===== src/rtl/cpu_pkg.sv =====
// cpu_pkg
// Shared definitions for the 16-bit RISC CPU: opcode constants, the
// decoder's jump-select encodings, the fetch-stage state enum, the
// instruction width and the bit positions of the fixed instruction fields.
//
// Instruction format (INSTR_W = 16):
//   [15:12] op   [11:8] rd   [7:4] rs   [3:0] imm4   ([7:0] imm8)
package cpu_pkg;

  localparam int INSTR_W = 16;

  // Instruction field bit positions
  localparam int OP_MSB   = 15;
  localparam int OP_LSB   = 12;
  localparam int RD_MSB   = 11;
  localparam int RD_LSB   = 8;
  localparam int RS_MSB   = 7;
  localparam int RS_LSB   = 4;
  localparam int IMM4_MSB = 3;
  localparam int IMM4_LSB = 0;
  localparam int IMM8_MSB = 7;
  localparam int IMM8_LSB = 0;

  // Opcodes seen by the control decoder on ir[15:12]
  localparam logic [3:0] ADD  = 4'h0;
  localparam logic [3:0] SUB  = 4'h1;
  localparam logic [3:0] AND  = 4'h2;
  localparam logic [3:0] OR   = 4'h3;
  localparam logic [3:0] XOR  = 4'h4;
  localparam logic [3:0] SHL  = 4'h5;
  localparam logic [3:0] SHR  = 4'h6;
  localparam logic [3:0] ADDI = 4'h7;
  localparam logic [3:0] LDI  = 4'h8;
  localparam logic [3:0] BEQ  = 4'h9;
  localparam logic [3:0] JI   = 4'hA;
  localparam logic [3:0] JR   = 4'hB;
  localparam logic [3:0] SEG  = 4'hC;
  localparam logic [3:0] LED  = 4'hD;
  localparam logic [3:0] NOP  = 4'hE;
  localparam logic [3:0] RDSW = 4'hF;

  // Jump select from the decoder; 2'b11 behaves as JIJR_IMM
  localparam logic [1:0] JIJR_NONE = 2'b00;
  localparam logic [1:0] JIJR_REG  = 2'b01;
  localparam logic [1:0] JIJR_IMM  = 2'b10;

  typedef enum logic [1:0] {
    ST_IDLE  = 2'd0,
    ST_FETCH = 2'd1,
    ST_LATCH = 2'd2,
    ST_EXEC  = 2'd3
  } fetch_state_t;

  // Two's-complement sign extension of the 4-bit branch offset
  function automatic logic [15:0] sext_imm4(input logic [3:0] imm4);
    return {{12{imm4[3]}}, imm4};
  endfunction

endpackage


===== src/rtl/pc_next_mux.sv =====
// pc_next_mux
// Purely combinational next-PC selection for the fetch stage.
// Priority (highest first): jump-immediate (jijr_op[1]), jump-register
// (jijr_op == JIJR_REG), taken branch-if-equal, sequential pc + 1.
// All arithmetic wraps modulo 2^PC_W. PC_W must lie in 4..16.
//
// Ports:
//   pc       in   PC_W  current program counter
//   imm8     in   8     ir[7:0]; imm4 is its low nibble
//   beq_op   in   1     branch-if-equal request
//   jijr_op  in   2     jump select
//   rd_data  in   16    register read of rd
//   rs_data  in   16    register read of rs (also the jump-register target)
//   next_pc  out  PC_W  selected next PC
module pc_next_mux
  import cpu_pkg::*;
#(
  parameter int PC_W = 8
) (
  input  logic [PC_W-1:0] pc,
  input  logic [7:0]      imm8,
  input  logic            beq_op,
  input  logic [1:0]      jijr_op,
  input  logic [15:0]     rd_data,
  input  logic [15:0]     rs_data,
  output logic [PC_W-1:0] next_pc
);

  logic [PC_W-1:0] seq_pc;
  logic [PC_W-1:0] br_target;
  logic [PC_W-1:0] imm_target;
  logic [PC_W-1:0] reg_target;
  logic            br_taken;

  // Size casts truncate/zero-extend; adding the truncated sign-extended
  // offset gives the correct modulo-2^PC_W result.
  assign seq_pc     = pc + PC_W'(1);
  assign br_target  = seq_pc + PC_W'(sext_imm4(imm8[3:0]));
  assign imm_target = PC_W'(imm8);
  assign reg_target = PC_W'(rs_data);
  assign br_taken   = beq_op && (rd_data == rs_data);

  always_comb begin
    next_pc = seq_pc;
    if (jijr_op[1]) begin
      next_pc = imm_target;
    end else if (jijr_op == JIJR_REG) begin
      next_pc = reg_target;
    end else if (br_taken) begin
      next_pc = br_target;
    end
  end

endmodule


===== src/rtl/pc_fetch_unit.sv =====
// pc_fetch_unit
// PC / instruction-fetch stage. A four-state FSM (IDLE, FETCH, LATCH, EXEC)
// walks each instruction through three cycles: the ROM samples imem_addr in
// FETCH, ir captures imem_rdata at the end of LATCH, and at the end of EXEC
// pc takes the selected next PC and retire_cnt increments. exec_en is a
// registered decode of "state is EXEC" and gates all architectural writes.
//
// Ports:
//   clk, rst     clock; asynchronous active-high reset
//   run          level, free-running execution (sampled in IDLE / EXEC exit)
//   step         one-cycle pulse, starts one instruction from IDLE
//   imem_addr    ROM address (= pc)
//   imem_rdata   ROM data, valid one cycle after address
//   ir           instruction register (ir[15:12] = opcode)
//   beq_op       branch-if-equal request (used only in EXEC)
//   jijr_op      jump select (used only in EXEC)
//   rd_data      register read of ir[11:8]
//   rs_data      register read of ir[7:4]
//   exec_en      one-cycle execute strobe
//   pc           current PC
//   halted       high while in IDLE
//   retire_cnt   wrapping count of executed instructions
module pc_fetch_unit #(
  parameter int              PC_W     = 8,
  parameter int              INSTR_W  = 16,
  parameter logic [PC_W-1:0] RESET_PC = '0
) (
  input  logic               clk,
  input  logic               rst,
  input  logic               run,
  input  logic               step,
  output logic [PC_W-1:0]    imem_addr,
  input  logic [INSTR_W-1:0] imem_rdata,
  output logic [INSTR_W-1:0] ir,
  input  logic               beq_op,
  input  logic [1:0]         jijr_op,
  input  logic [15:0]        rd_data,
  input  logic [15:0]        rs_data,
  output logic               exec_en,
  output logic [PC_W-1:0]    pc,
  output logic               halted,
  output logic [15:0]        retire_cnt
);

  import cpu_pkg::*;

  fetch_state_t    state;
  fetch_state_t    state_next;
  logic            ld_ir;
  logic            ld_pc;
  logic [PC_W-1:0] next_pc;

  // State register
  always_ff @(posedge clk or posedge rst) begin
    if (rst) begin
      state <= ST_IDLE;
    end else begin
      state <= state_next;
    end
  end

  // Next-state logic; run is only looked at in IDLE and on EXEC exit,
  // step only in IDLE.
  always_comb begin
    state_next = state;
    unique case (state)
      ST_IDLE:  if (run || step) state_next = ST_FETCH;
      ST_FETCH: state_next = ST_LATCH;
      ST_LATCH: state_next = ST_EXEC;
      ST_EXEC:  state_next = run ? ST_FETCH : ST_IDLE;
      default:  state_next = ST_IDLE;
    endcase
  end

  // Output decode
  always_comb begin
    halted = (state == ST_IDLE);
    ld_ir  = (state == ST_LATCH);
    ld_pc  = (state == ST_EXEC);
  end

  // Registered so it is glitch-free for the write-enable ANDs downstream;
  // the async reset pulls it low immediately mid-instruction.
  always_ff @(posedge clk or posedge rst) begin
    if (rst) begin
      exec_en <= 1'b0;
    end else begin
      exec_en <= (state_next == ST_EXEC);
    end
  end

  pc_next_mux #(
    .PC_W (PC_W)
  ) u_next (
    .pc      (pc),
    .imm8    (ir[IMM8_MSB:IMM8_LSB]),
    .beq_op  (beq_op),
    .jijr_op (jijr_op),
    .rd_data (rd_data),
    .rs_data (rs_data),
    .next_pc (next_pc)
  );

  // Datapath registers; ir holds from LATCH exit through EXEC so decoder
  // outputs and register reads are settled when pc is updated.
  always_ff @(posedge clk or posedge rst) begin
    if (rst) begin
      pc         <= RESET_PC;
      ir         <= '0;
      retire_cnt <= '0;
    end else begin
      if (ld_ir) ir <= imem_rdata;
      if (ld_pc) begin
        pc         <= next_pc;
        retire_cnt <= retire_cnt + 16'd1;
      end
    end
  end

  assign imem_addr = pc;

endmodule


===== config.mk =====
export PLATFORM = sky130hd
export DESIGN_NAME = pc_fetch_unit
export DESIGN_NICKNAME = d
export VERILOG_FILES = /design/src/rtl/cpu_pkg.sv /design/src/rtl/pc_next_mux.sv /design/src/rtl/pc_fetch_unit.sv
export SDC_FILE = /design/constraint.sdc
export NUM_CORES = 1
export LEC_CHECK = 0
export CORE_MARGIN = 3
export CORE_UTILIZATION = 47
export DETAILED_ROUTE_END_ITERATION = 6
export HOLD_SLACK_MARGIN = 0.02
export PLACE_DENSITY_LB_ADDON = 0.15
export SYNTH_ARGS = -nofsm -noshare
export SYNTH_HDL_FRONTEND = slang
export SYNTH_SLANG_ARGS = --single-unit

===== constraint.sdc =====
create_clock -name clk -period 4.6 [get_ports clk]
set_input_delay 0.69 -clock clk [delete_from_list [all_inputs] [get_ports clk]]
set_output_delay 0.69 -clock clk [all_outputs]
set_load 0.005 [all_outputs]

==> impl_metrics.env <==
export IMPL_synth_yosys_warnings=0
export IMPL_mappedNetlistArea_um2=2610
export IMPL_fmax_ghz=0.371
export IMPL_slew_headroom=0.395
export IMPL_tightestPinTransition_ns=0.906
export IMPL_remaining_drc_errors=0
export IMPL_synthMuxAreaShare=0.0936
export IMPL_final_core_util=0.711
export IMPL_endpoint_kind="register"
export IMPL_synth_compound_area_frac=0.0922
export IMPL_synth_adder_area_share=0.0701
export IMPL_critical_path_max_stage_delay_ns=0.48
export IMPL_worst_hold_path_type="reg -> reg"
export IMPL_avgViaCountPerCell=5.41
export IMPL_maxCapViolCount=0
export IMPL_synth_fp_nets=318
export IMPL_die_area_um2=6470
export IMPL_cp_data_required_time_ns=4.78
export IMPL_most_repeated_cell_in_the_gate_level_netlist_after_synthesis="dfrtp_1"
export IMPL_hold_depth=1
export IMPL_critPathLaunchType="register"
export IMPL_std_cell_rows=26
export IMPL_max_rail_drop_vdd_mv=0.442
export IMPL_post_route_cells_drive_above_1_share=0.0865
export IMPL_route_antenna_remaining_nets=0
export IMPL_critical_path_slowest_cell="dfrtp_1"
export IMPL_finClkSkew_ns=0.00950
export IMPL_synth_enable_flop_cells=0
export IMPL_post_synth_and_or_nand_nor_area_fraction=0.139
export IMPL_r2r_end="imem_addr[7]$_DFFE_PP0N_"
export IMPL_rsz0062_at_grt="false"
export IMPL_io_pin_count=105
export IMPL_vias_in_the_first_global_route=2268
export IMPL_die_width_um=80.5
export IMPL_core_area_um2=5240
export IMPL_post_route_period_util=0.586
export IMPL_postLayoutSetupSlackWorst_ns=1.90
export IMPL_firstDrtPassIters=4
export IMPL_cts_setup_buffers=0
export IMPL_synthDominantAreaCellType="dfrtp_1"
export IMPL_xor_and_xnor_fraction_of_the_mapped_netlist_area=0.145
export IMPL_area_contributors_post_synth="dfrtp_1 (41%), xnor2_1 (10%), mux2_2 (7.8%)"
export IMPL_synthCells=249
export IMPL_ys_ff_latch=43
export IMPL_hold_path_startpoint="retire_cnt[15]$_DFFE_PP0N_"
export IMPL_detail_route_iter0_violations=135
export IMPL_tritoncts_num_buffers=5
export IMPL_register_to_register_setup_slack_ns=1.90
export IMPL_p_sw_mw=0.870
export IMPL_async_reset_ff_frac=1.00
export IMPL_preCtsSetupSlack_ns=1.89
export IMPL_timing_critical_path_max_delay_family="simple AND/OR/NAND/NOR gates"
export IMPL_total_vias_in_the_final_route=2257
export IMPL_synth_yosys_seq_area_share=0.413
export IMPL_signal_arrival_time_at_the_worst_endpoint_ns=2.87
export IMPL_die_h_um=80.5
export IMPL_placement_cell_area_um2=3640
export IMPL_antenna_found_initial=0
export IMPL_clk_root_buffer_cell="clkbuf_8"
export IMPL_port_buffer_count=104
export IMPL_grt_pass1_wl_um=10800
export IMPL_worst_hold_path_endpoint="retire_cnt[15]$_DFFE_PP0N_"
export IMPL_max_clock_path_buffers=2
export IMPL_design_power_total_mw=2.28
export IMPL_critical_path_peak_fanout=7
export IMPL_synth_distinct_cells=42
export IMPL_worstPathBufferInverterCount=0
export IMPL_clock_latency_ns=0.29
export IMPL_grt_overflow_total=0
export IMPL_path_cells="and3_1, nand3_1, xnor2_1, ha_1, or2_2, a21oi_1, a21oi_1, xor2_1, mux2i_1, or3_1"
export IMPL_crit_top_cell="a21oi_1"
export IMPL_ctsResizeCount=0
export IMPL_initial_cell_density_of_the_core=0.498
export IMPL_synth_top_cell_area_share=0.413
export IMPL_dp_hpwl_um=5120
export IMPL_htreeDepth=2
export IMPL_power_density_nw_per_um2=612
export IMPL_combinationalPowerShare=0.591
export IMPL_seqPwrFrac=0.305
export IMPL_synth_avg_cell_area_um2=10.5
export IMPL_reg2reg_depth=10
export IMPL_rr_startpoint="imem_addr[2]$_DFFE_PP0N_"
export IMPL_finalWeightedCongestion=0.837
export IMPL_timing_setup_critical_path_class="reg -> reg"
export IMPL_grt_start_max_net_pins=44
export IMPL_dominantRegCellSynth="dfrtp_1"
export IMPL_cts_reportedPaths_clkPinSlew_ns=0.09
export IMPL_grt_util_all_layers=0.213
export IMPL_drv_slew=0
export IMPL_setup_viol=0
export IMPL_postLayoutCellArea_um2=3730
export IMPL_power_switching_fraction=0.382
export IMPL_hold_buffer_count_at_cts=0
export IMPL_leakage_nw=1.57
export IMPL_antenna_cells_inserted=0
export IMPL_share_clk_of_total_power=0.103
export IMPL_design_final_nets=415
export IMPL_period_needed_ns=2.70
export IMPL_netlist_top_cells_count="dfrtp_1 (43), xnor2_1 (31), mux2_2 (18)"
export IMPL_cellInternalPower_mw=1.41
export IMPL_wl_um=6720
export IMPL_main_combinational_cell_family_by_area_after_synthesis="XOR/XNOR gates"
export IMPL_run_status="finished, final reports clean"
export IMPL_clock_sinks=43
export IMPL_fin_tns_setup_ns=0
export IMPL_synthToLayoutAreaGrowth_pct=43.0
export IMPL_route_detailed_wl_per_inst_um=16.1
export IMPL_cts_tree="yes"
export IMPL_final_hold_violation_count=0
-- cells by family after synthesis --
kind of cell | after synthesis
and+or+nand+nor | 69
xor gates and xnor gates | 43
AOI/OAI and AO/OA | 35
DFF | 43
buffers and inverters | 23
adders and majority gates | 14
muxes | 22
-- routing by layer --
metal	vias to the layer above	global-route usage	part of all wire
met4	0	0.0693	0.021
met1	1075	0.279	0.42
met5	-	0	0
li1	1068	-	-
met3	14	0.0650	0.093
met2	100	0.335	0.46
-- registers in the layout (all words and copies together) (netlist names) --
name        flops
exec_en         1
imem_addr       8
retire_cnt     16
state           2
ir             16
-- stage by stage --
stage | hold WS (ns) | std cells
floorplan | 0.468 | 249
global placement | 0.462 | 409
detailed placement | 0.486 | 409
CTS | 0.503 | 417
global route | 0.527 | 417
finish | 0.498 | 417
-- area by class of cell --
cell class | count | area [µm²]
inverters | 9 | 33.8
repair buffers | 104 | 1040
clock inverters | 1 | 5.00
clock buffers | 7 | 76.3
well taps | 70 | 87.6
multi-input cells | 183 | 1410
fillers | 423 | 1510
flip-flops and latches | 43 | 1080
-- worst max-delay path by stage --
stage / start / cells past startpoint / to / slack, ns
finish: imem_addr[2]$_DFFE_PP0N_ / 10 / imem_addr[7]$_DFFE_PP0N_ / 1.90
global route: imem_addr[0]$_DFFE_PP0N_ / 10 / imem_addr[7]$_DFFE_PP0N_ / 1.70
CTS: imem_addr[0]$_DFFE_PP0N_ / 10 / imem_addr[7]$_DFFE_PP0N_ / 1.90
detailed placement: rs_data[4] / 7 / imem_addr[2]$_DFFE_PP0N_ / 1.89
global placement: rs_data[0] / 7 / imem_addr[4]$_DFFE_PP0N_ / 1.94
floorplan: imem_addr[2]$_DFFE_PP0N_ / 10 / imem_addr[7]$_DFFE_PP0N_ / 2.19
-- worst register-to-register path, delay by kind of cell, from the launching register on --
family | cells | cell delay [ns]
AO/OA/AOI/OAI | 2 | 0.21
XOR/XNOR | 2 | 0.51
adder cells (fa/ha/maj) | 1 | 0.31
flip-flops | 1 | 0.48
multiplexers | 1 | 0.10
AND/OR/NAND/NOR | 4 | 0.97
-- power groups by stage --
stage | combinational [mW] | clock, mW | sequential, mW
after floorplan | 0.824 | 0 | 0.672
after detailed placement | 1.34 | 0 | 0.705
after global placement | 1.31 | 0 | 0.693
after global routing | 1.49 | 0.256 | 0.723
final | 1.35 | 0.235 | 0.696
after CTS | 1.36 | 0.241 | 0.698
-- cell usage in the layout (no fill, tap or decap), types with 2 or more instances in the layout --
master             n
or3_1              4
a221oi_1           3
and3_1            12
nor2_1            14
ha_1              13
o211ai_1           2
nand2_1           11
xor2_1            12
clkdlybuf4s50_1  104
nand3_1            8
clkbuf_1           2
xnor2_1           31
o22ai_1            3
o21ai_0            4
a31oi_1            2
a21o_1             3
a22oi_1            2
nor3_1             3
nand2b_1           3
nand4_1            8
a21oi_1            8
clkbuf_8           5
mux2_2            18
mux2i_1            3
a221o_1            2
dfrtp_1           43
inv_1              8
(Power assumes the default switching activity.)
